===== src/rtl/uart_fifo_pkg.sv =====
// Shared constants and pointer helpers for the UART transmit ring FIFO.
package uart_fifo_pkg;

    localparam int DROP_CNT_W = 16;

    // Advance a ring pointer, wrapping explicitly so any depth >= 2 works.
    function automatic logic [31:0] next_ptr(input logic [31:0] ptr, input logic [31:0] depth);
        return (ptr == depth - 32'd1) ? 32'd0 : ptr + 32'd1;
    endfunction

endpackage


===== src/rtl/uart_fifo_mem.sv =====
// Simple dual-port register array: one synchronous write port, one
// asynchronous read port, contents not reset.
module uart_fifo_mem #(
    parameter int DATA_WIDTH = 8,
    parameter int DEPTH      = 16,
    parameter int ADDR_W     = $clog2(DEPTH)
) (
    input  logic                  clk,
    input  logic                  wr_en_i,
    input  logic [ADDR_W-1:0]     wr_addr_i,
    input  logic [DATA_WIDTH-1:0] wr_data_i,
    input  logic [ADDR_W-1:0]     rd_addr_i,
    output logic [DATA_WIDTH-1:0] rd_data_o
);

    logic [DATA_WIDTH-1:0] mem_q [DEPTH];

    always_ff @(posedge clk) begin
        if (wr_en_i) begin
            mem_q[wr_addr_i] <= wr_data_i;
        end
    end

    assign rd_data_o = mem_q[rd_addr_i];

endmodule


===== src/rtl/uart_tx_ring_fifo.sv =====
// Circular-buffer UART transmit FIFO with FWFT read side, flush and sticky overflow.
// Define UART_TX_FIFO_DROP_CNT_EN to build the saturating rejected-write counter.
module uart_tx_ring_fifo
    import uart_fifo_pkg::*;
#(
    parameter int DATA_WIDTH        = 8,
    parameter int DEPTH             = 16,
    parameter int ALMOST_FULL_LEVEL = DEPTH - 2
) (
    input  logic                         clk,
    input  logic                         reset_n,
    input  logic                         ena,
    input  logic                         flush,
    input  logic [DATA_WIDTH-1:0]        tx_data_in,
    input  logic                         tx_data_in_valid,
    output logic                         tx_data_in_ready,
    output logic [DATA_WIDTH-1:0]        tx_data,
    output logic                         tx_valid,
    input  logic                         tx_ready,
    output logic [$clog2(DEPTH+1)-1:0]   count,
    output logic                         almost_full,
    output logic                         overflow,
    output logic [DROP_CNT_W-1:0]        drop_count
);

    localparam int PTR_W = $clog2(DEPTH);
    localparam int CNT_W = $clog2(DEPTH + 1);

    logic [PTR_W-1:0] wr_ptr_q, wr_ptr_d;
    logic [PTR_W-1:0] rd_ptr_q, rd_ptr_d;
    logic [CNT_W-1:0] count_q, count_d;
    logic             overflow_q, overflow_d;
    logic             full, empty, wr_en, rd_en, ovf_evt;

    assign full  = (count_q == CNT_W'(DEPTH));
    assign empty = (count_q == '0);

    // No pass-through when full: a same-cycle read does not free a slot for the write.
    assign tx_data_in_ready = ena & ~full & ~flush;
    assign tx_valid         = ena & ~empty;
    assign wr_en            = tx_data_in_valid & tx_data_in_ready;
    assign rd_en            = tx_valid & tx_ready;
    assign ovf_evt          = ena & tx_data_in_valid & ~tx_data_in_ready & ~flush;

    uart_fifo_mem #(
        .DATA_WIDTH (DATA_WIDTH),
        .DEPTH      (DEPTH),
        .ADDR_W     (PTR_W)
    ) u_mem (
        .clk       (clk),
        .wr_en_i   (wr_en),
        .wr_addr_i (wr_ptr_q),
        .wr_data_i (tx_data_in),
        .rd_addr_i (rd_ptr_q),
        .rd_data_o (tx_data)
    );

    always_comb begin
        wr_ptr_d   = wr_ptr_q;
        rd_ptr_d   = rd_ptr_q;
        count_d    = count_q;
        overflow_d = overflow_q;
        if (ena) begin
            if (flush) begin
                wr_ptr_d   = '0;
                rd_ptr_d   = '0;
                count_d    = '0;
                overflow_d = 1'b0;
            end else begin
                if (wr_en) begin
                    wr_ptr_d = PTR_W'(next_ptr(32'(wr_ptr_q), 32'(DEPTH)));
                end
                if (rd_en) begin
                    rd_ptr_d = PTR_W'(next_ptr(32'(rd_ptr_q), 32'(DEPTH)));
                end
                case ({wr_en, rd_en})
                    2'b10:   count_d = count_q + CNT_W'(1);
                    2'b01:   count_d = count_q - CNT_W'(1);
                    default: count_d = count_q;
                endcase
                if (ovf_evt) begin
                    overflow_d = 1'b1;
                end
            end
        end
    end

    always_ff @(posedge clk or negedge reset_n) begin
        if (!reset_n) begin
            wr_ptr_q   <= '0;
            rd_ptr_q   <= '0;
            count_q    <= '0;
            overflow_q <= 1'b0;
        end else begin
            wr_ptr_q   <= wr_ptr_d;
            rd_ptr_q   <= rd_ptr_d;
            count_q    <= count_d;
            overflow_q <= overflow_d;
        end
    end

`ifdef UART_TX_FIFO_DROP_CNT_EN
    logic [DROP_CNT_W-1:0] drop_q, drop_d;

    always_comb begin
        drop_d = drop_q;
        if (ena) begin
            if (flush) begin
                drop_d = '0;
            end else if (ovf_evt && (drop_q != '1)) begin
                drop_d = drop_q + DROP_CNT_W'(1);
            end
        end
    end

    always_ff @(posedge clk or negedge reset_n) begin
        if (!reset_n) begin
            drop_q <= '0;
        end else begin
            drop_q <= drop_d;
        end
    end

    assign drop_count = drop_q;
`else
    assign drop_count = '0;
`endif

    assign count       = count_q;
    assign almost_full = (count_q >= CNT_W'(ALMOST_FULL_LEVEL));
    assign overflow    = overflow_q;

endmodule

===== config.mk =====
export PLATFORM = sky130hd
export DESIGN_NAME = uart_tx_ring_fifo
export DESIGN_NICKNAME = d
export VERILOG_FILES = /design/src/rtl/uart_fifo_pkg.sv /design/src/rtl/uart_fifo_mem.sv /design/src/rtl/uart_tx_ring_fifo.sv
export SDC_FILE = /design/constraint.sdc
export NUM_CORES = 1
export LEC_CHECK = 0
export CAP_MARGIN = 0
export CORE_MARGIN = 10
export CORE_UTILIZATION = 62
export DETAILED_ROUTE_END_ITERATION = 10
export HOLD_SLACK_MARGIN = 0.1
export PLACE_DENSITY_LB_ADDON = 0.05
export SLEW_MARGIN = 30
export SYNTH_ARGS = -nofsm -noshare
export SYNTH_HDL_FRONTEND = slang
export SYNTH_SLANG_ARGS = --single-unit

===== constraint.sdc =====
create_clock -name clk -period 7.8 [get_ports clk]
set_clock_uncertainty 0.15 [all_clocks]
set_input_delay 1.17 -clock clk [delete_from_list [all_inputs] [get_ports clk]]
set_output_delay 1.17 -clock clk [all_outputs]
set_load 0.1 [all_outputs]

==> results of run 1 <==
[synthesized netlist by cell type (2+ instances only)]
| cell | count |
|---|---|
| mux2_2 | 8 |
| buf_4 | 16 |
| clkbuf_1 | 11 |
| o21ai_0 | 21 |
| o21ai_1 | 3 |
| nand2b_1 | 4 |
| nand2_1 | 23 |
| o311ai_1 | 2 |
| a221oi_1 | 8 |
| edfxtp_1 | 128 |
| a21oi_1 | 13 |
| a31oi_1 | 2 |
| a22o_1 | 4 |
| ha_1 | 8 |
| nor2b_1 | 2 |
| mux2i_1 | 24 |
| nand3_1 | 3 |
| o21a_1 | 2 |
| a21o_1 | 2 |
| inv_1 | 9 |
| nor3_1 | 5 |
| dfrtp_1 | 14 |
| mux4_2 | 16 |
| nor2_1 | 18 |
| buf_2 | 5 |
| a22oi_1 | 8 |
[power by group through the flow]
stage | registers, uW | logic [uW] | clock network [uW]
final | 932 | 1090 | 754
after global routing | 940 | 1140 | 799
after CTS | 932 | 1090 | 759
after detailed placement | 948 | 1090 | 0
after global placement | 946 | 1080 | 0
after floorplan | 976 | 805 | 0
[registers in the layout, indices dropped and copies added (netlist names)]
signal and flops:
u_mem.mem_q 128, count 5, wr_ptr_q 4, rd_ptr_q 4, overflow 1
[per-stage QoR]
stage               area (sq um)  hold slack, ps  instances
floorplan                   6180             380        400
global route                7040             470        567
global placement            6480             371        535
detailed placement          6480             395        535
CTS                         7040             413        567
finish                      7040             413        567
[cell type report]
class	instances	area share [%]
repair buffers	36	4.90
clock inverters	15	2.08
clock buffers	17	5.88
well taps	133	2.36
multi-input cells	215	24.7
inverters	9	0.480
flip-flops and latches	142	59.6
[path summary, 6_finish.rpt]
path,end,cells after the start
setup / recovery,tx_data[3],6
hold / removal,overflow$_DFFE_PN0P_,2
setup reg to reg,count[4]$_DFFE_PN0P_,11
hold reg to reg,overflow$_DFFE_PN0P_,2
max in group asynchronous,rd_ptr_q[0]$_DFFE_PN0P_,1
min in group asynchronous,count[1]$_DFFE_PN0P_,1
[routing by layer]
layer  part of all wire, %  up-vias  track usage, %
met5                     0        -               0
met4                   1.3        0            5.58
met3                   5.9       15            5.24
met2                    50      122            30.0
met1                    43     1741            23.5
li1                      -     1548               -
[worst max-delay path, delay by kind of cell, from the launching register on]
family	cells	cell delay, ps
AND/OR/NAND/NOR	2	250
AO/OA/AOI/OAI	2	620
flip-flops	1	920
buffers and inverters	2	1380
[cells by family after synthesis]
group,Yosys count,share of synthesized area [%]
buffers and inverters,43,4.00
xor gates and xnor gates,2,0.409
DFF,142,68.5
other,1,0.0612
muxes,48,11.3
adders and majority gates,9,1.96
and+or+nand+nor,62,4.86
AOI/OAI and AO/OA,78,8.95
[cell usage in the layout, fill, tap and decap left out, types with 2 or more instances in the layout]
master           instances
nor3_1                   5
clkdlybuf4s50_1         30
a31oi_1                  2
o311ai_1                 2
clkinv_4                 5
a22oi_1                  8
o21ai_1                  3
dfrtp_1                 13
inv_8                    3
nor2b_1                  2
nor2_1                  18
nand2b_1                 4
inv_6                    6
mux2_2                   8
mux4_2                  16
a21o_1                   2
edfxtp_1               128
buf_4                    6
o21ai_0                 21
nand3_1                  3
inv_1                    9
a221oi_1                 8
conb_1                  16
a22o_1                   4
o21a_1                   2
clkbuf_16               16
a21oi_1                 13
ha_1                     8
nand2_1                 23
mux2i_1                 24
==> results.txt, run 1 <==
- The run finished with clean final reports.
- Clock Root Buffer: clkbuf_8
- Worst reg-to-reg setup slack: 4400 ps
- First drt pass iteration count: 5
* WL final: 12,800 um
- Violation count after the first detailed-route iteration: 412
* Critical register-to-register path startpoint: count[1]$_DFFE_PN0P_
- Crit path largest cell delay: 1140 ps
* Maximum fanout along the worst path: 21
- The synthesized design contains 142 register bits.
- Counting I/O delays and the setup requirement, the final critical path takes 5040 ps.
- After clock tree synthesis, the flow added hold-fix buffers numbering 0.
* Post-CTS clock slew at the launch and capture registers of the worst setup and hold paths: 70 ps
* Share of synthesized registers carrying an async set or reset: 9.86%
- Detailed routing inserted a total of 3,426 vias.
- Critical path cell sequence: nor2b_1, buf_4, a221oi_1, o21ai_0, nand2_1, clkdlybuf4s50_1
- Most used flip-flop cell after synthesis: edfxtp_1
* Worst Max-Slew Pin Slew: 986 ps
- The share of total power dissipated in combinational logic is 39.2%.
- Proportion of netlist area held by the largest area contributor: 62.8%
* Combined area of the multi-input logic cells: 1740 sq um
- Nature of the critical path startpoint: flop
- Effective utilization at floorplan: 63.2%
- Switching pwr: 1190 uW
- The critical path starts at rd_ptr_q[1]$_DFFE_PN0P_.
- Setup violations remaining at the end of the flow were counted as 0.
- Data on the critical path arrives at its endpoint at 3720 ps.
* Number of pins exceeding their max-slew limit in the final report: 0
- Internal Dissipation: 1590 uW
* Cell accounting for the most synthesized area: edfxtp_1
- Data required time at the worst endpoint: 6480 ps
- Among all stages on the critical path, the largest delay is contributed by clkdlybuf4s50_1.
* Core occupancy in the finished layout: 72.7%
- The congestion estimate from routability-driven global placement came to 0.841.
- The detail route stage leaves a number of antenna-violating nets equal to 0.
- Count of buffers inserted at the top-level ports: 30
- Maximum buffer depth of the clock tree: 2
- Seq/Total Area, Yosys: 68.5%
* Combined area of all synthesized cells: 6120 sq um
* Worst Slack Setup Final: 2760 ps
- CTS buffer count: 17
- The analysis attributes to cell leakage a power of 0.00242 uW.
- Of the total power, the share spent switching nets is 42.8%.
- In this run the power density over the cells is 394 nW/um^2.
- Area contributors post-synth: edfxtp_1 (63%), mux4_2 (5.9%), dfrtp_1 (5.7%)
- Average routed wire per standard cell: 22.6 um
- Final hold violation count: 0
- GRT overflow: 0
- Core region area: 9680 sq um
- Sort of element at the end of the critical path: primary output
* Clock net sink count: 142
- The tightest min-delay check is of the flop to flop type.
- Number of buffers inserted to repair setup after CTS: 0
- First-pass GRT wire length: 19,900 um
- TritonCTS built the clock tree.
* Number of synthesized flops with an enable pin: 128
* Startpoint of the most critical hold path: overflow$_DFFE_PN0P_
- In this run the mean area of a mapped cell was 15.9 sq um.
- The design draws 2780 uW.
- In this run the number of H-tree levels came out at 4.
* Vias per Instance: 6.04
- Worst Setup Path Type: flop to primary output
* Relative slew slack: 34.1%
- Highest clock rate: 0.198 GHz
- Prior to clock tree synthesis, the placed netlist has a worst setup slack of 2950 ps.
- VDD sags by at most 0.000408 V.
- Synthesis produced 385 cells.
- The floorplan has 36 rows.
* Part of the power in registers: 33.6%
- Clock latency on the worst-skew pair: 530 ps
- The number of global-route vias before repair was 3,496.
* Fraction of final layout cells with drive strength greater than 1: 17.1%
- Die boundary width: 119 um
- Global routing consumed, over all layers together, 18.4% of the routing resources.
- Die span in y: 119 um
- In this run, the clock network consumes 27.2% of the power.
- The tool flagged a number of max-cap violations equal to 0.
- CTS resizes: 0
* Antenna violations before repair: 0
- Relative to the synthesized area, the layout overhead comes to 15.0%.
- For this run, the post-layout net count is 444.
* Count of distinct cell types in the synthesized netlist: 52
- Fillers: 630
* HPWL after detailed placement: 8240 um
* Total negative slack for setup checks: 0 ps
- In the finished design, the share of the clock period the worst path needs comes to 64.7%.
- Entering global routing, the biggest net connects 53 pins.
- Setup repair after global routing left no endpoint under its margin.
* Number of top-level pins: 47
* Total Die Area: 14,300 sq um
- Diode count: 0
- For this run, design rule violations remaining after detail routing come to 0.
* Synth Warn #: 0
- Registers take 4200 sq um.
(Power assumes the default switching activity.)
==> run 2: changes to the inputs <==
Settings changed: CORE_UTILIZATION 62 to 58.
Clock period 7.8 ns to 4.88 ns, I/O delays scaled along.
==> results.txt, run 2 (synthesis results as in run 1) <==
* Status: completed
- Number of buffers inserted to repair setup after CTS: 0 (unchanged)
- After layout, the worst path uses 76.2% of the clock period.
- HPWL after detailed placement: 8180 um (-0.78%)
- Die span in y: 123 um (+2.8%)
- The per-cell via count in the routed design is 5.97 (-1.2%).
* Post-layout instance count excluding filler cells: 569 (+0.35%)
- The maximum number of pins on one net before global-route repair is 28 (-47%).
* Met3 GRT Util: 4.41% (-0.84 points)
- Diode count: 0 (unchanged)
- The count of antenna-violating nets left after detailed routing came to 0 (unchanged).
- Critical path cell sequence: buf_12, mux4_2, a22oi_1, nand2_1, buf_4
- Destination of the worst register-to-register timing path: count[4]$_DFFE_PN0P_
* Maximum fanout along the worst path: 27 (+29%)
* Most frequent cells in the layout: edfxtp_1 (128), mux2i_1 (24), nand2_1 (23)
* Number of global-route vias before repair: 3,266 (-6.6%)
* GRT overflow: 0 (unchanged)
- The startpoint identified for the worst hold timing path is overflow$_DFFE_PN0P_.
- Based on the critical path, the design can be clocked at up to 0.269 GHz.
* Drc violations: 0 (unchanged)
- The critical path in this run is classified as flop to primary output.
* Net count, final: 446 (+0.45%)
- Clock latency on the worst-skew pair: 510 ps (-20 ps)
- Total placed cells including tap cells: 540 (+0.93%)
- Cell Area, Placed: 6490 sq um (about the same)
- Relative slew slack: 34.3% (+0.16 points)
- Clock Root Buffer: clkbuf_8
* Fraction of final layout cells with drive strength greater than 1: 17.8% (+0.73 points)
- Storage element area: 4200 sq um (unchanged)
* Final hold violation count: 0 (unchanged)
* Sort of element at the end of the critical path: primary output
- The worst endpoint data arrival time was 2840 ps (-880 ps).
- Die boundary width: 123 um (+2.8%)
- The number of buffers added by the clock tree synthesis step came to 17 (unchanged).
- Weighted congestion at the end of routability-driven global placement: 0.905 (+7.6%)
- Fillers: 707 (+12%)
* Nature of the critical path startpoint: flop
* GR peak layer: met2
* Total negative slack for setup checks: 0 ps (unchanged)
- Critical register-to-register path startpoint: count[1]$_DFFE_PN0P_
- From synthesis to final layout, the design area changed by 14.5%.
* Power per cell area: 621 nW/um^2 (+57%)
* Maximum buffer depth of the clock tree: 2 (unchanged)
* Number of cells on the worst reg-to-reg path: 11 (unchanged)
- The worst supply voltage drop on vdd came to 0.000649 V (+59%).
- The slack of the worst reg-to-reg path came to 1500 ps (-2900 ps).
- Post-CTS clock slew at the launch and capture registers of the worst setup and hold paths: 60 ps (about the same)
- Number of top-level pins: 47 (unchanged)
- The standard-cell row count is 37 (+2.8%).
* Post-CTS Hold Fix Bufs: 0 (unchanged)
- Number of max-cap violations: 0 (unchanged)
* First-pass GRT wire length: 18,800 um (-5.3%)
- Worst Hold Depth: 2 (unchanged)
* Register with the most flip-flops: u_mem.mem_q
- The footprint of the multi-input gates was 1740 sq um (unchanged).
- The flip-flop count of the largest register after layout came to 128 (unchanged).
- Endpoint with the worst hold slack: overflow$_DFFE_PN0P_
* Routed vias: 3,397 (-0.85%)
- The data required time at the worst endpoint came to 4000 ps (-2480 ps).
* Count of buffers inserted at the top-level ports: 30 (unchanged)
- The count of cells resized by post-cts repair was 0 (unchanged).
* Cell with the biggest individual delay on the critical path: dfrtp_2
* Crit path largest cell delay: 870 ps (-270 ps)
- Leaving out fill and tap cells, the most frequent cell in the layout is edfxtp_1.
* Worst Max-Slew Pin Slew: 983 ps (-2.45 ps)
* Static Leak: 0.00242 uW (+0.15%)
- Average routed wire per standard cell: 21.6 um (-4.6%)
* Core region area: 10,300 sq um (+6.6%)
- The initial detailed-routing violation count came to 276 (-33%).
* First drt pass iteration count: 5 (unchanged)
- The final non-filler cell area came to 7010 sq um (-0.43%).
* Global-route track usage on met2: 25.7% (-4.3 points)
- Min-Delay Path Class: flop to flop
- H-tree level count: 4 (unchanged)
- Effective utilization at floorplan: 59.3% (-3.9 points)
- The global routing usage summed across all routing layers was 16.9% (-1.5 points).
- The max-slew violation count was 0 (unchanged).
- Count of endpoints failing setup in the final report: 0 (unchanged)
* Global-route track usage on met1: 23.0% (-0.48 points)
- The smallest clock period supported by the final layout is computed as 3720 ps.
- The initial antenna violation count came to 0 (unchanged).
* WL final: 12,300 um (-4.3%)
- Total Die Area: 15,100 sq um (+5.7%)
- TritonCTS built the clock tree.
- Setup repair after global routing left no endpoint under its margin.
- Clock net sink count: 142 (unchanged)
-- run 2: cell count changes in the layout (fill, tap and decap cells not counted), sizes merged --
cell	before	now
buf	6	18
bufinv	0	2
clkbuf	17	22
clkdlybuf4s50	30	20
clkinv	6	4
inv	18	10
-- run 2: per-stage QoR --
stage	hold slack [ps]	worst slack, ps	power (uW)	util, %
after CTS	395	1120	4380	67.9
final	390	1160	4350	67.9
after detailed placement	383	902	3220	62.9
after global routing	424	967	4530	67.9
after floorplan	286	252	2850	-
after global placement	379	1050	3220	62.9
-- run 2: routing by layer --
metal  part of all wire [%]  wire length, um  vias up
li1                       -                -     1552
met1                     44             5440     1718
met2                     49             5970      118
met3                    6.1              752        9
met4                   0.84              103        0
met5                      0                0        -
-- run 2: worst max-delay path by stage --
stage                            start              endpoint  cells past startpoint
2_1_floorplan     count[1]$_DFFE_PN0P_  count[4]$_DFFE_PN0P_                     11
3_3_place_gp                       ena  count[4]$_DFFE_PN0P_                     12
3_5_place_dp                       ena  count[4]$_DFFE_PN0P_                     12
4_1_cts        rd_ptr_q[0]$_DFFE_PN0P_            tx_data[2]                      5
5_1_grt        rd_ptr_q[1]$_DFFE_PN0P_            tx_data[5]                      6
6_report       rd_ptr_q[0]$_DFFE_PN0P_            tx_data[2]                      5
-- run 2: area by class of cell --
| cell class | count | share of cell area, % |
|---|---|---|
| sequential | 142 | 59.8 |
| multi-input combinational | 215 | 24.8 |
| clock buffer | 22 | 6.17 |
| timing repair buffer | 38 | 4.96 |
| tap | 136 | 2.43 |
| clock inverter | 7 | 1.30 |
| inverter | 9 | 0.482 |
-- run 2: critical path, delay by kind of cell (launching register included) --
family	cells	cell delay, ps
flip-flops	1	870
buffers and inverters	2	550
AND/OR/NAND/NOR	1	90
AO/OA/AOI/OAI	1	210
multiplexers	1	580
-- run 2: power breakdown --
| group | internal [uW] | total [uW] | switching (uW) | leakage, uW |
|---|---|---|---|---|
| Sequential | 1370 | 1540 | 162 | 0.00134 |
| Combinational | 493 | 1650 | 1160 | 0.000832 |
| Clock | 716 | 1160 | 446 | 0.000257 |
==> run 3: changes to the inputs <==
Settings changed: CORE_UTILIZATION 58 to 52.
Clock period 4.88 ns to 3.3 ns, I/O delays scaled along.
==> results.txt, run 3 (synthesis results as in run 1) <==
- Number of pins exceeding their max-slew limit in the final report: 0 (unchanged)
* Number of max-cap violations: 0 (unchanged)
- The critical path's largest stage delay was 590 ps (-280 ps).
- Antenna violations before repair: 0 (unchanged)
- The startpoint identified for the worst register-to-register timing path is count[2]$_DFFE_PN0P_.
- Vias per Instance: 5.64 (-5.6%)
* Global router's overall resource usage: 16.0% (-0.87 points)
- The critical path starts at count[2]$_DFFE_PN0P_.
- Diode count: 0 (unchanged)
- Internal Dissipation: 4340 uW (+68%)
* Effective utilization at floorplan: 53.4% (-5.9 points)
* Clock share of power: 28.3% (+1.6 points)
- Relative slew slack: 52.4% (+18 points)
- First drt pass iteration count: 5 (unchanged)
- The library cell used most frequently in the layout, excluding fill and tap cells, is edfxtp_1.
- Final critical path time including I/O delays and setup: 3120 ps
- The share of layout cells above drive strength 1 is 25.8% (+8.0 points).
* Routed vias: 3,360 (-1.1%)
- Post-route cell area: 7410 sq um (+5.6%)
- Post-CTS clock slew at the launch and capture registers of the worst setup and hold paths: 60 ps (about the same)
* Most frequent cells in the layout: edfxtp_1 (128), buf_4 (31), mux2i_1 (24)
* Sort of element at the end of the critical path: flop
- Part of the power in registers: 30.8% (-4.5 points)
- Cell Area, Placed: 6770 sq um (+4.3%)
- Power per cell area: 962 nW/um^2 (+55%)
* Fillers: 860 (+22%)
* CTS buffer count: 17 (unchanged)
- Broken down by cell family, the worst path's largest delay share belongs to simple AND/OR/NAND/NOR gates.
- First-pass GRT wire length: 19,900 um (+5.4%)
* Status: completed
- Post-route ant nets: 0 (unchanged)
- Weighted congestion at the end of routability-driven global placement: 0.844 (-6.7%)
* Net count, final: 463 (+3.8%)
* Final hold violation count: 0 (unchanged)
- The number of primary I/O pins was 47 (unchanged).
* Peak supply drop: 0.00131 V (+100%)
- Clock net sink count: 142 (unchanged)
- The switching power was 2780 uW (+57%).
- In this run the clock root is driven by a clkbuf_16.
- Core region area: 11,500 sq um (+11%)
- Maximum fanout along the worst path: 7 (-74%)
* Combinational share of power: 40.9% (+2.9 points)
- Buffers & Inverters on Critical Path: 1 (-1)
- The wire length per cell was 21.2 um (-1.7%).
- The worst endpoint data arrival time came to 3280 ps (+440 ps).
* Net switching fraction of the power: 39.0% (-1.6 points)
- The global route total overflow was 0 (unchanged).
- The flip-flop count of the largest register after layout is 128 (unchanged).
- The chip height was 129 um (+4.7%).
- HPWL after detailed placement: 8380 um (+2.5%)
- The final worst setup slack was 177 ps (-982 ps).
- Clock latency on the worst-skew pair: 410 ps (-100 ps)
* Critical path cell sequence: or4_4, nor2_4, nor2_4, nand3_2, inv_1, ha_1, and2b_2, o21a_1, or3_1, o21a_1, o311ai_1
* TritonCTS clock tree: done
- The slew at the pin with the worst max-slew slack is 714 ps (-269 ps).
- Number of global-route vias before repair: 3,392 (+3.9%)
* Number of buffers inserted to repair setup after CTS: 0 (unchanged)
- DP Worst Slack: 54.3 ps (-847 ps)
- WL final: 12,600 um (+3.0%)
- Pin count of the biggest net entering global routing: 53 (+89%)
- Based on the critical path, the design can be clocked at up to 0.320 GHz.
* H-tree level count: 4 (unchanged)
- The die width was 129 um (+4.7%).
- Worst Setup Path Type: flop to flop
- The standard-cell row count was 39 (+5.4%).
* Total negative slack for setup checks: 0 ps (unchanged)
- Maximum buffer depth of the clock tree: 2 (unchanged)
- Unrepaired setup endpoints after global routing: no
- The smallest hold slack is 335 ps (-55.6 ps).
* Cell with the biggest individual delay on the critical path: or4_4
* Nature of the critical path startpoint: flop
- The path class of the tightest hold or removal check is primary input to asynchronous set/reset pin.
* Total Die Area: 16,500 sq um (+9.6%)
* Register with the most flip-flops: u_mem.mem_q
- The data required time at the worst endpoint is 3460 ps (-540 ps).
- Static Leak: 0.00261 uW (+7.8%)
- The total of buffers placed on input and output ports came to 30 (unchanged).
- The initial detailed-routing violation count was 324 (+17%).
- Synthesis-to-layout area growth: 21.0%
* Final worst-path cycle share: 94.6%
- The post-route DRC violation count came to 0 (unchanged).
* Count of endpoints failing setup in the final report: 0 (unchanged)
-- run 3: cell types whose count changed in the layout (fill, tap and decap cells not counted), moves of 4 or more --
cell,previous run,this run
dfrtp_4,0,5
clkbuf_1,5,0
clkinv_4,1,5
buf_12,1,11
buf_4,17,31
dfrtp_1,13,8
clkdlybuf4s50_1,20,13
-- run 3: repair_timing --
item / 4_1_cts / 5_1_grt
gates resized for setup: 0 / 1
hold buffers: 0 / 0
endpoints found under the setup margin: 0 / 1
-- run 3: area by class of cell --
type	count	area [sq um]	share of cell area (%)
flip-flops and latches	142	4210	56.9
multi-input cells	215	1760	23.8
repair buffers	55	583	7.87
clock buffers	17	425	5.74
clock inverters	15	211	2.85
well taps	143	179	2.42
inverters	9	33.8	0.456
-- run 3: power groups by stage --
stage / Combinational (uW) / Sequential (uW) / Clock (uW)
global route: 3060 / 2210 / 2130
CTS: 2920 / 2190 / 2050
floorplan: 1920 / 2320 / 0
global placement: 2910 / 2220 / 0
detailed placement: 2920 / 2230 / 0
finish: 2910 / 2190 / 2020
-- run 3: path summary, 6_finish.rpt --
kind | slack [ps] | cells after the start | endpoint
worst max-delay path | 180 | 11 | count[4]$_DFFE_PN0P_
worst min-delay path | 330 | 1 | count[2]$_DFFE_PN0P_
worst max register to register | 180 | 11 | count[4]$_DFFE_PN0P_
worst min register to register | 430 | 1 | wr_ptr_q[0]$_DFFE_PN0P_
max in group asynchronous | 2180 | 1 | count[4]$_DFFE_PN0P_
min in group clk | 430 | 1 | wr_ptr_q[0]$_DFFE_PN0P_
-- run 3: worst register-to-register path, stage by stage (launching register included) --
cell and delay (ps):
dfrtp_4 510, or4_4 590, nor2_4 120, nor2_4 60
nand3_2 80, inv_1 80, ha_1 310, and2b_2 220
o21a_1 190, or3_1 330, o21a_1 180, o311ai_1 210
-- run 3: metrics by stage --
| stage | utilization (%) | total power [uW] | std cells |
|---|---|---|---|
| finish | 64.6 | 7120 | 596 |
| global route | 64.6 | 7410 | 596 |
| CTS | 64.6 | 7170 | 596 |
| detailed placement | 59.0 | 5150 | 564 |
| global placement | 59.0 | 5130 | 564 |
| floorplan | - | 4240 | 400 |
-- run 3: layer usage --
| metal | GRT usage, % | wire, um | vias to the layer above |
|---|---|---|---|
| met5 | 0 | 0 | - |
| li1 | - | - | 1585 |
| met3 | 3.78 | 577 | 12 |
| met2 | 24.0 | 5960 | 78 |
| met1 | 22.1 | 5940 | 1685 |
| met4 | 6.29 | 158 | 0 |
